===== src/rtl/rram_array_sequencer.sv =====
// rtl/rram_array_sequencer.sv - RRAM crossbar instruction sequencer
// Decodes WRITE/READ/MAC/NOP instructions into timed driver codes and strobes.
module rram_array_sequencer #(
  parameter int ARRAY_SIZE   = 16,
  parameter int ADDR_W       = 4,
  parameter int ADC_BITS     = 3,
  parameter int WR_PULSE_DEF = 4,
  parameter int SENSE_CYC    = 2,
  parameter int PRE_CYC      = 1
) (
  input  logic                           clk,
  input  logic                           rst,
  input  logic                           ins_valid,
  output logic                           ins_ready,
  input  logic [31:0]                    ins_data,
  input  logic                           vec_valid,
  output logic                           vec_ready,
  input  logic [ARRAY_SIZE-1:0]          vec_data,
  output logic                           res_valid,
  input  logic                           res_ready,
  output logic [ARRAY_SIZE*ADC_BITS-1:0] res_data,
  input  logic [ARRAY_SIZE-1:0]          CSA,
  input  logic [ARRAY_SIZE*ADC_BITS-1:0] ADC_CODE,
  output logic [ARRAY_SIZE-1:0]          IN0_WL,
  output logic [ARRAY_SIZE-1:0]          IN1_WL,
  output logic [ARRAY_SIZE-1:0]          IN0_BL,
  output logic [ARRAY_SIZE-1:0]          IN1_BL,
  output logic [ARRAY_SIZE-1:0]          IN0_SL,
  output logic [ARRAY_SIZE-1:0]          IN1_SL,
  output logic                           ENABLE_WL,
  output logic                           ENABLE_BL,
  output logic                           ENABLE_SL,
  output logic                           PRE,
  output logic                           SAEN_CSA,
  output logic                           CLK_EN_ADC,
  output logic                           busy,
  output logic                           err
);
  localparam int RW = ARRAY_SIZE * ADC_BITS;
  localparam logic [ARRAY_SIZE-1:0] ONE = 1;
  localparam logic [3:0] OP_NOP = 4'd0, OP_WRITE = 4'd1, OP_READ = 4'd2, OP_MAC = 4'd3;

  typedef enum logic [3:0] {
    IDLE, WR_SETUP, WR_PULSE, WR_RECOVER, RD_PRE, RD_SENSE, RD_OUT,
    MAC_WAIT, MAC_PRE, MAC_EVAL, MAC_OUT
  } state_t;

  state_t state, state_n;
  logic [7:0] cnt, cnt_n, left, left_n;
  logic [ADDR_W-1:0] row, row_n, col, col_n;
  logic wdata, wdata_n, err_n;
  logic [ARRAY_SIZE-1:0] vec, vec_n, row_oh, col_oh;
  logic [RW-1:0] res_n;
  logic [ARRAY_SIZE-1:0] in0_wl_n, in1_wl_n, in0_bl_n, in1_bl_n, in0_sl_n, in1_sl_n;
  logic en_wl_n, en_bl_n, en_sl_n, pre_n, saen_n, adc_n;
  logic unused_bits;

  assign unused_bits = ^ins_data;

  always_comb begin
    state_n = state;
    cnt_n   = cnt;
    left_n  = left;
    row_n   = row;
    col_n   = col;
    wdata_n = wdata;
    vec_n   = vec;
    res_n   = res_data;
    err_n   = err;
    case (state)
      IDLE: if (ins_valid && ins_ready) begin
        row_n   = ins_data[8 +: ADDR_W];
        col_n   = ins_data[0 +: ADDR_W];
        wdata_n = ins_data[16];
        case (ins_data[31:28])
          OP_NOP: ;
          OP_WRITE: begin
            state_n = WR_SETUP;
            cnt_n   = (ins_data[27:20] == 8'd0) ? 8'(WR_PULSE_DEF - 1) : ins_data[27:20] - 8'd1;
          end
          OP_READ: begin
            state_n = RD_PRE;
            cnt_n   = 8'(PRE_CYC - 1);
          end
          OP_MAC: begin
            state_n = MAC_WAIT;
            left_n  = ins_data[7:0];
          end
          default: err_n = 1'b1;
        endcase
      end
      WR_SETUP:   state_n = WR_PULSE;
      WR_PULSE:   if (cnt == 8'd0) state_n = WR_RECOVER; else cnt_n = cnt - 8'd1;
      WR_RECOVER: state_n = IDLE;
      RD_PRE: if (cnt == 8'd0) begin
        state_n = RD_SENSE;
        cnt_n   = 8'(SENSE_CYC - 1);
      end else cnt_n = cnt - 8'd1;
      RD_SENSE: if (cnt == 8'd0) begin
        state_n = RD_OUT;
        res_n   = '0;
        res_n[ARRAY_SIZE-1:0] = CSA;
      end else cnt_n = cnt - 8'd1;
      RD_OUT: if (res_valid && res_ready) state_n = IDLE;
      MAC_WAIT: if (vec_valid && vec_ready) begin
        vec_n   = vec_data;
        state_n = MAC_PRE;
        cnt_n   = 8'(PRE_CYC - 1);
      end
      MAC_PRE: if (cnt == 8'd0) begin
        state_n = MAC_EVAL;
        cnt_n   = 8'(SENSE_CYC - 1);
      end else cnt_n = cnt - 8'd1;
      MAC_EVAL: if (cnt == 8'd0) begin
        state_n = MAC_OUT;
        res_n   = ADC_CODE;
      end else cnt_n = cnt - 8'd1;
      MAC_OUT: if (res_valid && res_ready) begin
        if (left == 8'd0) state_n = IDLE;
        else begin
          left_n  = left - 8'd1;
          state_n = MAC_WAIT;
        end
      end
      default: state_n = IDLE;
    endcase

    // Outputs are decoded from the state being entered so they can be registered.
    row_oh = (32'(row_n) < ARRAY_SIZE) ? (ONE << row_n) : '0;
    col_oh = (32'(col_n) < ARRAY_SIZE) ? (ONE << col_n) : '0;
    in0_wl_n = '1;
    in1_wl_n = '1;
    in0_bl_n = '1;
    in1_bl_n = '1;
    in0_sl_n = '1;
    in1_sl_n = '1;
    en_wl_n  = 1'b0;
    en_bl_n  = 1'b0;
    en_sl_n  = 1'b0;
    pre_n    = 1'b1;
    saen_n   = 1'b0;
    adc_n    = 1'b0;
    case (state_n)
      WR_SETUP, WR_PULSE: begin
        in0_wl_n = ~row_oh;
        if (wdata_n) begin
          in0_bl_n = ~col_oh;
          in1_bl_n = ~col_oh;
        end else in0_sl_n = ~col_oh;
        en_wl_n = (state_n == WR_PULSE);
        en_bl_n = en_wl_n;
        en_sl_n = en_wl_n;
      end
      RD_PRE, RD_SENSE: begin
        in0_wl_n = ~row_oh;
        in1_wl_n = ~row_oh;
        in0_bl_n = '0;
        pre_n    = (state_n != RD_PRE);
        en_wl_n  = (state_n == RD_SENSE);
        en_bl_n  = en_wl_n;
        saen_n   = en_wl_n;
      end
      MAC_PRE, MAC_EVAL: begin
        in0_wl_n = ~vec_n;
        in0_bl_n = '0;
        pre_n    = (state_n != MAC_PRE);
        en_wl_n  = (state_n == MAC_EVAL);
        en_bl_n  = en_wl_n;
        adc_n    = en_wl_n;
      end
      default: ;
    endcase
  end

  always_ff @(posedge clk or negedge rst) begin
    if (!rst) begin
      state      <= IDLE;
      cnt        <= '0;
      left       <= '0;
      row        <= '0;
      col        <= '0;
      wdata      <= 1'b0;
      vec        <= '0;
      ins_ready  <= 1'b1;
      vec_ready  <= 1'b0;
      res_valid  <= 1'b0;
      res_data   <= '0;
      busy       <= 1'b0;
      err        <= 1'b0;
      IN0_WL     <= '1;
      IN1_WL     <= '1;
      IN0_BL     <= '1;
      IN1_BL     <= '1;
      IN0_SL     <= '1;
      IN1_SL     <= '1;
      ENABLE_WL  <= 1'b0;
      ENABLE_BL  <= 1'b0;
      ENABLE_SL  <= 1'b0;
      PRE        <= 1'b1;
      SAEN_CSA   <= 1'b0;
      CLK_EN_ADC <= 1'b0;
    end else begin
      state      <= state_n;
      cnt        <= cnt_n;
      left       <= left_n;
      row        <= row_n;
      col        <= col_n;
      wdata      <= wdata_n;
      vec        <= vec_n;
      ins_ready  <= (state_n == IDLE);
      vec_ready  <= (state_n == MAC_WAIT);
      res_valid  <= (state_n == RD_OUT) || (state_n == MAC_OUT);
      res_data   <= res_n;
      busy       <= (state_n != IDLE);
      err        <= err_n;
      IN0_WL     <= in0_wl_n;
      IN1_WL     <= in1_wl_n;
      IN0_BL     <= in0_bl_n;
      IN1_BL     <= in1_bl_n;
      IN0_SL     <= in0_sl_n;
      IN1_SL     <= in1_sl_n;
      ENABLE_WL  <= en_wl_n;
      ENABLE_BL  <= en_bl_n;
      ENABLE_SL  <= en_sl_n;
      PRE        <= pre_n;
      SAEN_CSA   <= saen_n;
      CLK_EN_ADC <= adc_n;
    end
  end
endmodule

===== config.mk =====
export PLATFORM = sky130hd
export DESIGN_NAME = rram_array_sequencer
export DESIGN_NICKNAME = d
export VERILOG_FILES = /design/src/rtl/rram_array_sequencer.sv
export SDC_FILE = /design/constraint.sdc
export NUM_CORES = 1
export LEC_CHECK = 0
export ABC_AREA = 1
export CAP_MARGIN = 30
export CELL_PAD_IN_SITES_DETAIL_PLACEMENT = 0
export CELL_PAD_IN_SITES_GLOBAL_PLACEMENT = 1
export CORE_MARGIN = 3
export CORE_UTILIZATION = 34
export CTS_CLUSTER_DIAMETER = 60
export DETAILED_ROUTE_END_ITERATION = 8
export PLACE_DENSITY_LB_ADDON = 0.1
export REMOVE_ABC_BUFFERS = 1
export SETUP_SLACK_MARGIN = 0.05
export SLEW_MARGIN = 30
export SYNTH_ARGS = -nofsm -noshare
export SYNTH_HDL_FRONTEND = slang
export SYNTH_SLANG_ARGS = --single-unit
export TNS_END_PERCENT = 50

===== constraint.sdc =====
create_clock -name clk -period 2.6 [get_ports clk]
set_input_delay 0.26 -clock clk [delete_from_list [all_inputs] [get_ports clk]]
set_output_delay 0.26 -clock clk [all_outputs]
set_load 0.005 [all_outputs]

Word-level counts from Yosys, hierarchy flattened --
Cells that the tools add are included.
Word-level totals: register bits 183, bits of input ports 117, word-level logic and storage cells 137, output and inout port bits 155
Operators by class: reductions and logical operators 26, equality and inequality tests 32, multiplexer cells 47, add/sub/neg operators 3, bitwise gates (word level) 4, shifts and indexed selects 2
Operators with widths (number):
- two-way mux 16 bit | 7
- two-way mux 48 bit | 2
- one-hot mux 48 bit (2 select lines) | 1
- two-way mux 8 bit | 9
- one-hot mux 16 bit (2 select lines) | 2
- two-way mux 4 bit | 13
- NOT 16 bit | 3
- one-hot mux 4 bit (10 select lines) | 1
- equality test 4 x 3 -> 1 bit, second input constant | 8
- one-hot mux 8 bit (2 select lines) | 2
- one-hot mux 8 bit (4 select lines) | 1
- << shifter 1 x 4 -> 16 bit, first input constant | 2
- equality test 4 bit, second input constant | 6
- logical NOT 8 bit | 3
- subtractor 8 x 1 -> 8 bit, second input constant | 3
- equality test 4 x 2 -> 1 bit, second input constant | 4
- inequality test 2 bit, second input constant | 7
- equality test 4 x 1 -> 1 bit, second input constant | 3
- logical NOT 4 bit | 3
- one-hot mux 4 bit (3 select lines) | 1
- OR reduction 4 bit | 3
- AND reduction 5 bit | 2
- nonzero test 4 bit | 2
- OR reduction 2 bit | 4
- other kinds (14) | 22

Longest topological paths before layout --
depth in word-level cells 7, depth in mapped cells 14, depth with buffers taken out 13

Worst setup path after synthesis --
No wires, ideal clock.
path kind register to register, from reg cnt[0], to reg IN1_BL[12], data arrival time 1934 ps, period minus slack after synthesis 2028 ps, setup time 94 ps, required time 2506 ps, buffers on the path 2, path slack 572 ps, stages on the path, launching flop included 14, cell sequence dfrtp_1 -> inv_1 -> ha_1 -> nand2_1 -> nor2_1 -> nand2_1 -> nor2_2 -> nor2_2 -> nand3_4 -> nand3_2 -> nand2_1 -> buf_4 -> buf_4 -> nand3_1
Between the ends: cells in the longest elaborated chain, start to end 6, elaborated cells on any way between the ends 11, classes of those cells eq/ne (2); mux (7); reduce/logical (2)
Ends and longest elaborated chain:
- start, declared | RTL line 49 | logic [7:0] cnt, cnt_n, left, left_n;
- start signal, assigned | RTL line 204 | cnt <= cnt_n;
- logical NOT 8 bit *
- two-way mux 4 bit (on tied branches)
- one-hot mux 4 bit (10 select lines) * | RTL line 70 | case (state)
- via state_n[1] | RTL line 48 | state_t state, state_n;
- equality test 4 x 2 -> 1 bit / equality test 4 x 1 -> 1 bit (equally long branches) | RTL line 143 | case (state_n)
- OR reduction 2 bit * | RTL line 143
- two-way mux 16 bit * | RTL line 143
- via in1_bl_n[12] | RTL line 54 | logic [ARRAY_SIZE-1:0] in0_wl_n, in1_wl_n, in0_bl_n, in1_bl_n, in0_sl_n, in1_sl_n;
- end signal, assigned | RTL line 219 | IN1_BL <= in1_bl_n;
- end, declared | RTL line 27 | output logic [ARRAY_SIZE-1:0] IN1_BL,
The timed path passes the listed nets; every way through them passes the cells marked *. A chain may end at the register's enable or synchronous reset.

Worst setup path after layout --
from reg cnt[0], to reg IN0_BL[3]
Between the ends: cells in the longest elaborated chain, start to end 6, elaborated cells on any way between the ends 16, classes of those cells eq/ne (6); mux (7); reduce/logical (3)
Ends and longest elaborated chain:
- logical NOT 8 bit *
- two-way mux 4 bit (on tied branches)
- one-hot mux 4 bit (10 select lines) * | RTL line 70
- equality test 4 x 3 -> 1 bit (tied with other cells) | RTL line 143
- OR reduction 4 bit (no line) / OR reduction 2 bit (equally long branches)
- one-hot mux 16 bit (2 select lines) * | RTL line 143
- via in0_bl_n[3] | RTL line 54
- end signal, assigned | RTL line 218 | IN0_BL <= in0_bl_n;
- end, declared | RTL line 26 | output logic [ARRAY_SIZE-1:0] IN0_BL,
Marks and branches as above.

==> impl_table.tex <==
\begin{tabular}{lr}
\hline
Metric & Value \\
\hline
\multicolumn{2}{l}{\textbf{Synth}} \\
\quad Seq cells post-synth & approximately 180 \\
\quad Dominant combinational cell family by area after synthesis & simple AND/OR/NAND/NOR gates \\
\quad Leading area contributor after synthesis & sky130\_fd\_sc\_hd\_\_dfrtp\_1 \\
\quad Netlist area before placement & 0.00832 mm\^{}2 \\
\quad Simple-gate portion of the synthesized area & 21.9\% \\
\quad Mapped Cells & 956 \\
\quad Fraction of synthesis flops using an asynchronous set or reset pin & between 90\% and 100\% \\
\quad Netlist cell types & 43 \\
\quad Cell types with the largest area share after synthesis & sky130\_fd\_sc\_hd\_\_dfrtp\_1, sky130\_fd\_sc\_hd\_\_dfstp\_2, sky130\_fd\_sc\_hd\_\_nand2\_1 \\
\quad Area share of the largest cell type after synthesis & 30.4\% \\
\quad Number of enable-type register cells in the synthesized netlist & 0 \\
\quad Post-synth top cells & sky130\_fd\_sc\_hd\_\_nand2\_1, sky130\_fd\_sc\_hd\_\_inv\_1, sky130\_fd\_sc\_hd\_\_dfrtp\_1, sky130\_fd\_sc\_hd\_\_o21ai\_0, sky130\_fd\_sc\_hd\_\_nand3\_1 \\
\quad Area fraction in compound gates after synthesis & 10.4\% \\
\quad Share of the synthesized netlist area taken by xor and xnor gates & approximately 1.2\% \\
\quad Most instantiated library cell after synthesis & sky130\_fd\_sc\_hd\_\_nand2\_1 \\
\quad Primary flip-flop cell chosen by synthesis mapping & sky130\_fd\_sc\_hd\_\_dfrtp\_1 \\
\quad Synthesized area per cell & 8.70 um\^{}2 \\
\quad Number of synthesis warnings & 0 \\
\quad Fraction of synthesized area in multiplexers & 0\% \\
\quad Post-synthesis share of cell area spent on full adders, half adders and majority gates & 0.602\% \\
\quad Share of the yosys chip area belonging to registers & between 50\% and 60\% \\
\multicolumn{2}{l}{\textbf{Power and ir drop}} \\
\quad Design Power & approximately 13 mW \\
\quad Power per standard cell area & between 1000 and 1500 mW/mm\^{}2 \\
\quad Static leakage & $\sim$5.1 nW \\
\quad Maximum vdd ir drop & between 0.4 and 0.5 mV \\
\multicolumn{2}{l}{\textbf{Cells and area}} \\
\quad Area taken by flip-flops and latches & roughly 0.0047 mm\^{}2 \\
\quad Area grow syn2layout & 42.4\% \\
\quad Multi-input gate area in the final layout & 0.00290 mm\^{}2 \\
\quad Final net count & between 1k and 1.5k \\
\quad Final core utilization & between 40\% and 50\% \\
\quad Layout cell share with drive strength beyond 1 & about 15\% \\
\quad Final standard cell count with taps included and fillers excluded & roughly 1.5k \\
\quad \# fillers & about 2.3k \\
\quad Number of inserted diodes & 0 \\
\multicolumn{2}{l}{\textbf{Die}} \\
\quad Die area & 0.0264 mm\^{}2 \\
\quad Number of top-level pins & 272 \\
\quad Die Height & about 160 um \\
\quad Floorplan core area & $\sim$0.024 mm\^{}2 \\
\quad Std cell rows & 56 \\
\quad Initial standard-cell utilization of the core & approximately a third \\
\quad Die boundary width & 162 um \\
\multicolumn{2}{l}{\textbf{Global route}} \\
\quad Vias in the first global route & $\sim$7.0k \\
\quad Global-route wire length before repair & 37.8 mm \\
\quad Sum of overflow across all layers after global routing & 0 \\
\quad Number of antenna violations at the first check in global routing & 0 \\
\quad Maximum number of pins on one net before global-route repair & 64 \\
\quad Total Routing Usage GR & roughly 18\% \\
\multicolumn{2}{l}{\textbf{Clock tree}} \\
\quad Max clock buf depth & 2 \\
\quad Total number of H-tree levels & 4 \\
\quad Clock tree from TritonCTS & done \\
\quad Number of sinks handled by clock tree synthesis & about 180 \\
\quad Clock latency on the worst-skew pair & about 0.43 ns \\
\quad Clock transition at the register clock pins on the worst setup and hold paths after CTS & $\sim$0.080 ns \\
\quad Post CTS Setup Buffer Count & 0 \\
\quad Buffer cell driving the clock tree root & sky130\_fd\_sc\_hd\_\_clkbuf\_16 \\
\quad Clock buffer count from CTS & 17 \\
\multicolumn{2}{l}{\textbf{Timing}} \\
\quad Fmax achieved & roughly 430 MHz \\
\quad Final clock period utilization by the worst path & approximately 90\% \\
\quad Setup skew after layout & about 0.016 ns \\
\quad Final setup vio count & 0 \\
\quad Post-route setup slack & around 0.27 ns \\
\quad Hold Slack & about 0.38 ns \\
\quad Final hold violations & 0 \\
\quad Pin slew with the least headroom to its limit & around 0.6 ns \\
\quad Final critical path time including I/O delays and setup & around 2.3 ns \\
\quad RSZ-0062 raised after global routing & true \\
\quad Worst relative slew slack & approximately 61\% \\
\quad Pins Over Slew Limit & 0 \\
\multicolumn{2}{l}{\textbf{Worst setup path}} \\
\quad Most common cell on crit path & sky130\_fd\_sc\_hd\_\_nand2\_1 \\
\quad Critical path start-end classification & reg -> reg \\
\quad Max stage delay on crit path & roughly 0.36 ns \\
\quad Worst setup SP type & register \\
\quad Worst path buffer plus inverter count & 3 \\
\quad Critical Path Slowest Stage Cell & sky130\_fd\_sc\_hd\_\_dfrtp\_1 \\
\quad CP Depth & 13 \\
\quad Critical Path Start & cnt[0] \\
\quad Kind of cell adding the most delay to the critical path & simple AND/OR/NAND/NOR gates \\
\quad Critical path required time & approximately 3 ns \\
\quad Maximum fanout encountered on the critical timing path & 24 \\
\quad Data arrival time of the worst path & $\sim$2.7 ns \\
\quad Origin of the critical flop-to-flop path & cnt[0] \\
\quad Endpoint type of the worst setup path & register \\
\quad Worst r2r path cells & 13 \\
\quad Register-to-Register Setup Slack & about 0.27 ns \\
\quad Capture point of the worst path & IN0\_BL[3] \\
\quad Endpoint of the worst register-to-register path & IN0\_BL[3] \\
\quad Cells along the critical path & inv\_1 -> ha\_1 -> nand2\_1 -> nor2\_1 -> buf\_4 -> o21ai\_0 -> nand2\_1 -> nor2\_2 -> nand3\_2 -> nand2\_2 -> buf\_12 -> o21ai\_0 -> nand2\_1 \\
\multicolumn{2}{l}{\textbf{Min path}} \\
\quad Tightest Hold Check Type & in -> reg \\
\multicolumn{2}{l}{\textbf{Place}} \\
\quad Final RePlAce weighted congestion & about 0.8 \\
\quad Post-place setup slack & between 0.1 and 0.15 ns \\
\quad Count of input and output buffers & about 250 \\
\quad Count of placed standard cells including taps & between 1.5k and 2k \\
\quad Hpwl dp & $\sim$17 mm \\
\multicolumn{2}{l}{\textbf{Status}} \\
\quad Status & complete, no violations \\
\multicolumn{2}{l}{\textbf{Route}} \\
\quad Count of unresolved DRC violations after routing & 0 \\
\quad Number of optimization iterations in the first detailed-route pass & 5 \\
\quad WL/cell & between 15 and 20 um \\
\quad Count of vias placed by the detailed router & 7073 \\
\quad Total wire length & 23.7 mm \\
\quad Routed Antenna Nets & 0 \\
\quad Drt first-iter violations & approximately 490 \\
\quad Routed vias/inst & roughly 4.6 \\
\multicolumn{2}{l}{\textbf{Flow run}} \\
\quad Count of max-cap constraint violations & 0 \\
\hline
\end{tabular}
sequential cells by signal, summed over array words and instances (netlist names), 4 cells and up:
signal and cells:
state 4, IN1_BL 16, res_data 48, IN0_SL 16
row 4, cnt 8, IN0_BL 16, left 8
IN0_WL 16, col 4, vec 16, IN1_WL 16
through the flow:
stage	area (um^2)	setup TNS, ns
after CTS	11800	0
final	11800	0
after floorplan	8050	-69.03
after detailed placement	11200	0
after global placement	11200	0
after global routing	11800	0
tightest hold or removal path, stage by stage:
cell,delay [ns]
sky130_fd_sc_hd__clkdlybuf4s50_1,0.39
sky130_fd_sc_hd__inv_1,0.05
sky130_fd_sc_hd__o21ai_0,0.07
where the power goes:
part           leakage (nW)  total [mW]  switching (mW)  internal (mW)
Combinational          2.91        5.99            3.32           2.67
Clock                 0.298        2.63            1.30           1.34
Sequential             1.90        4.47           0.431           4.04
how the worst min path moves through the flow:
| stage | from | depth (start not counted) | end | slack [ns] |
|---|---|---|---|---|
| 3_3_place_gp | rst | 1 | cnt[5] | 0.30 |
| 5_1_grt | ADC_CODE[45] | 3 | res_data[45] | 0.38 |
| 2_1_floorplan | rst | 0 | CLK_EN_ADC | -0.04 |
| 6_report | ADC_CODE[45] | 3 | res_data[45] | 0.38 |
| 3_5_place_dp | rst | 1 | res_data[0] | 0.31 |
| 4_1_cts | ADC_CODE[45] | 3 | res_data[45] | 0.37 |
final cells by class:
class / instances / area share (%)
clock buffer: 18 / 3.71
clock inverter: 14 / 1.42
inverter: 127 / 4.03
multi-input combinational: 602 / 24.5
sequential: 183 / 39.6
tap: 319 / 3.37
timing repair buffer: 278 / 23.4
kinds of logic (layout without fill, tap and decap cells):
group	Yosys count	after routing
AO/OA/AOI/OAI	158	158
buffers and inverters	186	437
adder cells (fa/ha/maj)	4	4
AND/OR/NAND/NOR	413	413
flip-flops	183	183
other	1	16
XOR/XNOR	11	11
layer usage:
layer | wire [um] | up-vias | global-route usage (%)
met5 | 0 | - | 0
met1 | 10900 | 3310 | 24.5
met4 | 159 | 0 | 3.72
li1 | - | 3545 | -
met3 | 1620 | 11 | 5.44
met2 | 11100 | 207 | 28.5
repair_timing:
item / in CTS / in global routing
hold buffers: 1 / 0
gates resized for setup: 0 / 3
hold endpoints to repair: 41 / 0
setup endpoints to repair: 0 / 15
cells in the final DEF (no fill, tap or decap), types with 2 or more instances in the layout:
master / synthesis / final
sky130_fd_sc_hd__nand2_1: 186 / 185
sky130_fd_sc_hd__nor2_2: 8 / 8
sky130_fd_sc_hd__inv_12: 0 / 2
sky130_fd_sc_hd__clkinv_8: 0 / 3
sky130_fd_sc_hd__clkbuf_16: 0 / 18
sky130_fd_sc_hd__dfstp_2: 82 / 82
sky130_fd_sc_hd__clkinv_4: 0 / 2
sky130_fd_sc_hd__conb_1: 1 / 16
sky130_fd_sc_hd__o21ai_0: 94 / 94
sky130_fd_sc_hd__a21oi_1: 25 / 25
sky130_fd_sc_hd__nand4_1: 8 / 8
sky130_fd_sc_hd__nand3_1: 93 / 93
sky130_fd_sc_hd__inv_1: 116 / 116
sky130_fd_sc_hd__nand3_2: 4 / 4
sky130_fd_sc_hd__ha_1: 4 / 4
sky130_fd_sc_hd__o22ai_1: 5 / 5
sky130_fd_sc_hd__inv_8: 0 / 4
sky130_fd_sc_hd__inv_6: 0 / 2
sky130_fd_sc_hd__nor2_4: 2 / 2
sky130_fd_sc_hd__inv_2: 10 / 10
sky130_fd_sc_hd__clkbuf_8: 0 / 2
sky130_fd_sc_hd__buf_4: 23 / 25
sky130_fd_sc_hd__o21ai_4: 1 / 2
sky130_fd_sc_hd__xor2_1: 6 / 6
sky130_fd_sc_hd__nor2_1: 82 / 82
sky130_fd_sc_hd__clkdlybuf4s50_1: 0 / 247
sky130_fd_sc_hd__nor4_1: 2 / 2
sky130_fd_sc_hd__buf_12: 0 / 3
sky130_fd_sc_hd__nor3_1: 18 / 17
sky130_fd_sc_hd__o21ai_2: 5 / 4
sky130_fd_sc_hd__nand2_2: 2 / 3
sky130_fd_sc_hd__or2_2: 2 / 2
sky130_fd_sc_hd__nor3_2: 2 / 3
sky130_fd_sc_hd__o21ai_1: 5 / 5
sky130_fd_sc_hd__xnor2_1: 5 / 5
sky130_fd_sc_hd__a31oi_1: 17 / 17
sky130_fd_sc_hd__dfrtp_1: 101 / 101
Power figures use the tool's default switching activity.
